### src/rtl/lo_sync_pkg.sv
// rtl/lo_sync_pkg.sv - shared types and defaults for the LO phase sync controller
// Contents: FSM state enum, {I,Q} quadrant type, default parameter values.
package lo_sync_pkg;

  localparam int DEF_SETTLE_CYC = 16;
  localparam int DEF_SAMP_CYC   = 64;
  localparam int DEF_MAX_ITER   = 8;

  typedef logic [1:0] quad_t;

  typedef enum logic [2:0] {
    S_IDLE,
    S_SETDIV,
    S_SETTLE,
    S_SAMPLE,
    S_DECIDE,
    S_SLIPST,
    S_LOCK,
    S_FAIL
  } sync_state_e;

endpackage

### src/rtl/lo_state_hist.sv
// rtl/lo_state_hist.sv - four-bin LO_STATE histogram with argmax
// Ports:
//   clk, rst_n   : clock, asynchronous active-low reset
//   clr          : zero all bins (wins over en)
//   en           : count lo_state into its bin this cycle
//   lo_state     : sampled {I,Q} quadrant
//   dom, dom_cnt : index and count of the fullest bin (lowest index on ties)
module lo_state_hist
  import lo_sync_pkg::*;
#(
  parameter int SAMP_CYC = DEF_SAMP_CYC,
  localparam int BIN_W   = $clog2(SAMP_CYC) + 1
) (
  input  logic             clk,
  input  logic             rst_n,
  input  logic             clr,
  input  logic             en,
  input  logic [1:0]       lo_state,
  output logic [1:0]       dom,
  output logic [BIN_W-1:0] dom_cnt
);

  logic [3:0][BIN_W-1:0] bin_q, bin_d;

  always_comb begin
    bin_d = bin_q;
    if (clr) begin
      bin_d = '0;
    end else if (en && (bin_q[lo_state] != {BIN_W{1'b1}})) begin
      bin_d[lo_state] = bin_q[lo_state] + 1'b1;
    end
  end

  // Strict greater-than keeps the earlier (lower) index on ties.
  always_comb begin
    dom     = '0;
    dom_cnt = bin_q[0];
    for (int i = 1; i < 4; i++) begin
      if (bin_q[i] > dom_cnt) begin
        dom     = 2'(i);
        dom_cnt = bin_q[i];
      end
    end
  end

  always_ff @(posedge clk or negedge rst_n) begin
    if (!rst_n) bin_q <= '0;
    else        bin_q <= bin_d;
  end

endmodule

### src/rtl/lo_phase_sync_ctrl.sv
// rtl/lo_phase_sync_ctrl.sv - LO divider phase alignment controller
// Ports:
//   REF, NRST           : clock, asynchronous active-low reset
//   START, ABORT        : begin a sync sequence / cancel it
//   DIV_CFG, TARGET_STATE : divider code and wanted quadrant, captured at start
//   LO_STATE            : sampled {I,Q} from the LO generator
//   LO_DIV, SLIP        : divider code and edge-swallow pulse to the LO generator
//   BUSY, LOCKED, FAIL, ITER : status and SLIP count of the current sequence
module lo_phase_sync_ctrl
  import lo_sync_pkg::*;
#(
  parameter int SETTLE_CYC = DEF_SETTLE_CYC,
  parameter int SAMP_CYC   = DEF_SAMP_CYC,
  parameter int MAX_ITER   = DEF_MAX_ITER
) (
  input  logic       REF,
  input  logic       NRST,
  input  logic       START,
  input  logic       ABORT,
  input  logic [2:0] DIV_CFG,
  input  logic [1:0] TARGET_STATE,
  input  logic [1:0] LO_STATE,
  output logic [2:0] LO_DIV,
  output logic       SLIP,
  output logic       BUSY,
  output logic       LOCKED,
  output logic       FAIL,
  output logic [3:0] ITER
);

  localparam int CNT_MAX = (SETTLE_CYC > SAMP_CYC) ? SETTLE_CYC : SAMP_CYC;
  localparam int CNT_W   = $clog2(CNT_MAX + 1);
  localparam int BIN_W   = $clog2(SAMP_CYC) + 1;

  localparam logic [CNT_W-1:0] SETTLE_LAST = CNT_W'(SETTLE_CYC - 1);
  localparam logic [CNT_W-1:0] SAMP_LAST   = CNT_W'(SAMP_CYC - 1);
  localparam logic [BIN_W-1:0] LOCK_THR    = BIN_W'((3 * SAMP_CYC) / 4);
  localparam logic [3:0]       ITER_LIM    = 4'(MAX_ITER);

  sync_state_e      state_q, state_d;
  logic [CNT_W-1:0] cnt_q, cnt_d;
  logic [2:0]       div_q, div_d;
  quad_t            tgt_q, tgt_d;
  logic [2:0]       lo_div_q, lo_div_d;
  logic [3:0]       iter_q, iter_d;
  logic             slip_q, slip_d;
  logic             busy_q, busy_d;
  logic             locked_q, locked_d;
  logic             fail_q, fail_d;

  logic             hist_clr, hist_en;
  quad_t            dom;
  logic [BIN_W-1:0] dom_cnt;

  lo_state_hist #(.SAMP_CYC(SAMP_CYC)) u_hist (
    .clk      (REF),
    .rst_n    (NRST),
    .clr      (hist_clr),
    .en       (hist_en),
    .lo_state (LO_STATE),
    .dom      (dom),
    .dom_cnt  (dom_cnt)
  );

  always_comb begin
    state_d  = state_q;
    cnt_d    = cnt_q;
    div_d    = div_q;
    tgt_d    = tgt_q;
    lo_div_d = lo_div_q;
    iter_d   = iter_q;
    slip_d   = 1'b0;

    if (ABORT) begin
      state_d = S_IDLE;
    end else begin
      unique case (state_q)
        S_IDLE, S_LOCK, S_FAIL: begin
          if (START) begin
            state_d = S_SETDIV;
            div_d   = DIV_CFG;
            tgt_d   = TARGET_STATE;
            iter_d  = '0;
          end
        end
        S_SETDIV: begin
          lo_div_d = div_q;
          cnt_d    = '0;
          state_d  = S_SETTLE;
        end
        S_SETTLE: begin
          if (cnt_q == SETTLE_LAST) begin
            cnt_d   = '0;
            state_d = S_SAMPLE;
          end else begin
            cnt_d = cnt_q + 1'b1;
          end
        end
        S_SAMPLE: begin
          if (cnt_q == SAMP_LAST) begin
            cnt_d   = '0;
            state_d = S_DECIDE;
          end else begin
            cnt_d = cnt_q + 1'b1;
          end
        end
        S_DECIDE: begin
          // dom == target already implies dom_cnt is the target bin.
          if ((dom == tgt_q) && (dom_cnt >= LOCK_THR)) begin
            state_d = S_LOCK;
          end else if (iter_q == ITER_LIM) begin
            state_d = S_FAIL;
          end else begin
            state_d = S_SLIPST;
            slip_d  = 1'b1;
            iter_d  = iter_q + 4'd1;
          end
        end
        S_SLIPST: begin
          cnt_d   = '0;
          state_d = S_SETTLE;
        end
        default: state_d = S_IDLE;
      endcase
    end

    busy_d   = !((state_d == S_IDLE) || (state_d == S_LOCK) || (state_d == S_FAIL));
    locked_d = (state_d == S_LOCK);
    fail_d   = (state_d == S_FAIL);
  end

  // Bins are zeroed on the edge that enters SAMPLE, then count every SAMPLE cycle.
  assign hist_clr = (state_q == S_SETTLE) && (state_d == S_SAMPLE);
  assign hist_en  = (state_q == S_SAMPLE);

  always_ff @(posedge REF or negedge NRST) begin
    if (!NRST) begin
      state_q  <= S_IDLE;
      cnt_q    <= '0;
      div_q    <= '0;
      tgt_q    <= '0;
      lo_div_q <= '0;
      iter_q   <= '0;
      slip_q   <= 1'b0;
      busy_q   <= 1'b0;
      locked_q <= 1'b0;
      fail_q   <= 1'b0;
    end else begin
      state_q  <= state_d;
      cnt_q    <= cnt_d;
      div_q    <= div_d;
      tgt_q    <= tgt_d;
      lo_div_q <= lo_div_d;
      iter_q   <= iter_d;
      slip_q   <= slip_d;
      busy_q   <= busy_d;
      locked_q <= locked_d;
      fail_q   <= fail_d;
    end
  end

  assign LO_DIV = lo_div_q;
  assign SLIP   = slip_q;
  assign BUSY   = busy_q;
  assign LOCKED = locked_q;
  assign FAIL   = fail_q;
  assign ITER   = iter_q;

endmodule

### config.mk
export PLATFORM = sky130hd
export DESIGN_NAME = lo_phase_sync_ctrl
export DESIGN_NICKNAME = d
export VERILOG_FILES = /design/src/rtl/lo_sync_pkg.sv /design/src/rtl/lo_state_hist.sv /design/src/rtl/lo_phase_sync_ctrl.sv
export SDC_FILE = /design/constraint.sdc
export NUM_CORES = 1
export LEC_CHECK = 0
export CORE_UTILIZATION = 25
export DETAILED_ROUTE_END_ITERATION = 7
export PLACE_DENSITY = 0.41
export SLEW_MARGIN = 20
export SYNTH_ARGS = -nofsm -noshare
export SYNTH_HDL_FRONTEND = slang
export SYNTH_SLANG_ARGS = --single-unit
### constraint.sdc
create_clock -name REF -period 5 [get_ports REF]
set_input_delay 1.25 -clock REF [delete_from_list [all_inputs] [get_ports REF]]
set_output_delay 1.25 -clock REF [all_outputs]
set_load 0.01 [all_outputs]
# Word-level counts from Yosys, hierarchy flattened
# Cells that the tools add are included.
# totals
elab_cells,91
ff_bits,54
# classes
n_lt_le_gt_ge,6
add_sub_neg,3
mux,31
bitwise,1
n_eq_ne,18
reduce_logical,18
# op_table
op,count
28-bit two-way mux,2
7-bit two-way mux,7
28-bit bitwise mux,1
7-bit > comparator,3
7-bit one-hot mux with 3 select lines,1
"3-bit equality test, second input constant",6
3-bit one-hot mux with 5 select lines,1
"7-bit by 1-bit adder with 7-bit output, second input constant",2
7-bit binary-select mux with 2-bit select,1
7-bit demux with 2-bit select,1
3-bit two-way mux,4
4-bit two-way mux,3
"3-bit by 2-bit equality test with 1-bit output, second input constant",3
2-bit two-way mux,4
4-bit one-hot mux with 2 select lines,1
"7-bit by 4-bit equality test with 1-bit output, second input constant",1
"7-bit by 6-bit equality test with 1-bit output, second input constant",1
"7-bit by 6-bit >= comparator with 1-bit output, second input constant",1
"7-bit != test, second input constant",1
3-bit zero test,2
"2-bit != test, second input constant",3
1-bit two-way mux,5
5-bit AND reduction,1
"4-bit by 1-bit adder with 4-bit output, second input constant",1
other kinds (15),21

# Depth between registers and ports, before layout
# depth
ltp_word,15
depth_mapped,28
mapped_depth_nobuf,26

# Modules after synthesis
# Synthesis repeated with hierarchy kept, for this count alone.
# hier_totals
cells_unflattened,379
hier_area_um2,3822.4
# by_module_without_submodules
module,instances,seq_area_each_um2,cells_per_inst,area_each_um2
lo_state_hist,1,700.7,245,2376.0
lo_phase_sync_ctrl,1,650.6,134,1446.4

# Least setup slack after synthesis
# Ideal clock, no wire load.
# synth_timing
path_kind,reg2reg
start,register u_hist.bin_q[13] (netlist bit)
end,register iter_q[2] (netlist: ITER[2])
path_stages_with_launch,26
setup_ns,0.125
required_time_ns,4.875
path_slack_ns,-0.008
arrival_time_ns,4.883
path_cell_list,dfrtp_1 ha_1 nand4_1 a21oi_1 nor2_1 nor2b_1 clkbuf_1 nor2_1 a21oi_1 ha_1 nor2b_4 o21ai_2 a21oi_2 a2111oi_4 buf_6 nor3_1 or2_2 ha_1 nand4_1 or2_2 a31oi_1 or4_1 o41ai_1 o22a_4 nor3b_1 mux2_2
# synth_between
elab_chain_len,10
word_cells_on_any_way,14
cone_classes,order compare (4); eq/ne (2); mux (6); reduce/logical (2)
# synth_rtl
item,line_no,source
from (decl),lo_state_hist.sv:23,"logic [3:0][BIN_W-1:0] bin_q, bin_d;"
from (signal assigned),lo_state_hist.sv:48,else bin_q <= bin_d;
7-bit > comparator,lo_state_hist.sv:39,if (bin_q[i] > dom_cnt) begin
7-bit two-way mux,lo_state_hist.sv:39,
7-bit > comparator,lo_state_hist.sv:39,
7-bit two-way mux,lo_state_hist.sv:39,
7-bit > comparator,lo_state_hist.sv:39,
7-bit two-way mux or 2-bit two-way mux (tied branches),lo_state_hist.sv:39,
7-bit by 6-bit >= comparator with 1-bit output or 2-bit equality test (tied branches),lo_phase_sync_ctrl.sv:109,if ((dom == tgt_q) && (dom_cnt >= LOCK_THR)) begin
1-bit logical AND (*),lo_phase_sync_ctrl.sv:109,
2-bit != test (no line) (*),n/a,
5-bit AND reduction (no line) (*),n/a,
to (signal assigned),lo_phase_sync_ctrl.sv:154,iter_q <= iter_d;
to (decl),lo_phase_sync_ctrl.sv:45,"logic [3:0] iter_q, iter_d;"
# Every way passes the cells marked *; elsewhere a longest branch is shown, timed or not.
# A chain may end at the register's enable or synchronous reset.

# Final worst setup path
# Same ends and word-level chain as after synthesis.

==> out/results.ini <==
[synth]
ys.flop_type=dfrtp_1
synth-seq-cells=54
synth_edf_count=0
synthesis.area_um2=3550
synth_largest_area_cell=dfrtp_1
ys_seq_area_frac=0.381
netlist_top_cells_count=nor2_1, dfrtp_1, nand2_1, ha_1, o21ai_0
synthArstFlopShare=1.00
synth_nets=418
ys_top_cells_by_area=dfrtp_1, ha_1, nor2_1
synth_top_area_share=0.381
avgSynthCellArea_um2=9.29
yosysMostFrequentCell=nor2_1
synth.distinct_cells=52
syn_inst=382
yosys_warnings=0

[clock_network]
cts_sinks=54
numCtsBuffers=5
htreeDepth=2
cts_root_buffer=clkbuf_16
cts_buffer_depth=2
clk_latency_ns=0.31
ctsHoldBuffers=0
tritoncts=built
clkSlewWorstSetupHoldPaths_ns=0.08

[die]
io_pins=22
die_h_um=121
rows=43
initial_core_util=0.256
die_w_um=121
core_area_um2=13900
die_area_um2=14700

[route]
drt_iter0_markers=101
first_pass_iters=4
via_per_inst=4.77
vias=3055
drc=0
ant_nets=0
drt-total-wl_mm=9.64
wl_per_cell_um=15.1

[power]
vdd_drop_max_mv=0.265
seqPwrFrac=0.185
netSwitchingPower_w=0.00143
p_clk_frac=0.119
p_per_area_nw_per_um2=734
power_w=0.00355
cell_internal_pwr_w=0.00211
comb_power_share=0.696
switching_share=0.404
leakage_nw=2.19

[worst_hold_path]
hold_path_end=div_q[1]
hold_start=div_q[1]
hold_depth=1
hold_class=reg2reg

[finish]
antenna_cells=0
nets=495
syn2layout_area_growth_pct=36.2
drive_gt1_frac=0.309
instances_no_fill=640
n_fill_cell=1456

[global_route]
grt.total_usage=0.139
grt_pass1_wl_mm=15.8
grt_max_degree=40
first_global_vias=3049
grt_overflow=0
grt_antenna_before_repair=0

[timing]
whs_ns=0.514
rsz0062_at_grt=yes
fmax_mhz=200
slew_headroom=0.400
drv_slew=0
finalCritPeriodShare=0.999
fin_crit_ns=5.00
worst_slew_pin_slew_ns=0.892
skew_ns=0.00884
finalHoldViolations=0
setup_viol=0

[critical_path]
cp-end-kind=flop
startpoint_type=flop
worst_path_largest_cell_delay_ns=0.42
critPathSlowestCell=dfrtp_1
crit_top_cell=a21oi_2
worstPathMaxFanout=7
reg2reg_from=u_hist.bin_q[13]
r2r_cells=23
crit_chain=ha_4, nand4_1, a21oi_2, nor2_2, nor2b_4, nor2_2, a21oi_2, ha_1, nor2b_4, o21ai_2, a21oi_2, a2111oi_4, buf_4, mux2_4, ha_4, nand4_1, or2_4, a31oi_4, or4_4, o41ai_2, o22a_4, nor3b_2, mux2_4
cp.arrival_ns=5.20
r2r_end=ITER[2]
critPathKind=reg2reg
regToRegSetupSlack_ns=0.004
worstPathRequired_ns=5.20
startpoint=u_hist.bin_q[13]

[run_status]
status=complete, no violations

[placement]
dp_hpwl_mm=6.91
gp_congestion=0.816
dp_cells=618
port_buffers=21

[run]
max-cap-violations=0

[sequential cells by signal, summed over array words and instances, names as in the netlist, 2 cells and up]
register,cells
ITER,4
LO_DIV,3
cnt_q,7
div_q,3
state_q,3
tgt_q,2
u_hist.bin_q,28
[metal layers]
layer / global-route usage / routed length (um) / up-vias / share of wire
met5: 0 / 0 / - / 0
li1: - / - / 1515 / -
met3: 0.0240 / 190 / 10 / 0.020
met1: 0.189 / 4820 / 1502 / 0.50
met2: 0.220 / 4490 / 28 / 0.47
met4: 0.0532 / 138 / 0 / 0.014
[worst max path at each step]
stage / endpoint / cells past startpoint
after floorplan: ITER[2] / 23
after global placement: BUSY / 24
after detailed placement: ITER[2] / 24
after CTS: ITER[2] / 25
after global routing: ITER[2] / 24
final: ITER[2] / 23
[critical path: cells and delay by family (launching register included)]
kind	cells	cell delay, ns
simple gates	9	1.36
fa+ha+maj	3	0.85
compound gates	8	1.40
buf+inv	1	0.19
mux	2	0.64
flops	1	0.42
[metrics by stage]
| stage | area (um2) | utilization | setup slack [ns] | setup TNS, ns |
|---|---|---|---|---|
| CTS | 4580 | 0.330 | 0.000652 | 0 |
| global placement | 4290 | 0.309 | -0.508 | -2.98 |
| detailed placement | 4290 | 0.309 | -0.491 | -3.56 |
| floorplan | 3550 | - | 0.0360 | 0 |
| finish | 4830 | 0.348 | 0.00382 | 0 |
| global route | 4830 | 0.348 | -0.279 | -1.99 |
[cell families after synthesis]
logic type	Yosys count	share of synthesized area
buf+inv	33	0.0391
fa+ha+maj	25	0.0881
compound gates	75	0.141
mux	35	0.127
simple gates	152	0.204
xor+xnor	8	0.0197
flops	54	0.381
[cell type report]
type | count | area (um2) | area share
Timing Repair Buffer | 83 | 674 | 0.139
Clock inverter | 3 | 47.5 | 0.00983
Multi-Input combinational cell | 295 | 2340 | 0.483
Sequential cell | 54 | 1350 | 0.280
Tap cell | 180 | 225 | 0.0466
Inverter | 20 | 75.1 | 0.0155
Clock buffer | 5 | 125 | 0.0259
[cell usage in the layout (no fill, tap or decap), types with 6 or more instances in the layout]
| master | n |
|---|---|
| buf_4 | 61 |
| mux4_2 | 7 |
| o21ai_0 | 18 |
| nor2_1 | 57 |
| a21oi_2 | 9 |
| nand3_1 | 11 |
| nand2_1 | 32 |
| ha_1 | 16 |
| nor3_1 | 11 |
| inv_1 | 16 |
| a211oi_1 | 7 |
| ha_4 | 8 |
| mux2i_1 | 18 |
| mux2_2 | 6 |
| dfrtp_1 | 54 |
| clkdlybuf4s50_1 | 20 |
| a21oi_1 | 14 |
[power by group through the flow]
stage	combinational [W]	sequential, W	clock (W)
global placement	0.00196	0.000651	0
detailed placement	0.00197	0.000652	0
CTS	0.00215	0.000649	0.000439
finish	0.00247	0.000658	0.000422
floorplan	0.00119	0.000631	0
global route	0.00272	0.000676	0.000450
[timing repair]
item,4_1_cts,5_1_grt
resized for setup,18,39
cloned,0,0
buffers inserted,7,7
pin swaps,6,24
setup endpoints to repair,10,10
Power figures use the tool's default switching activity.
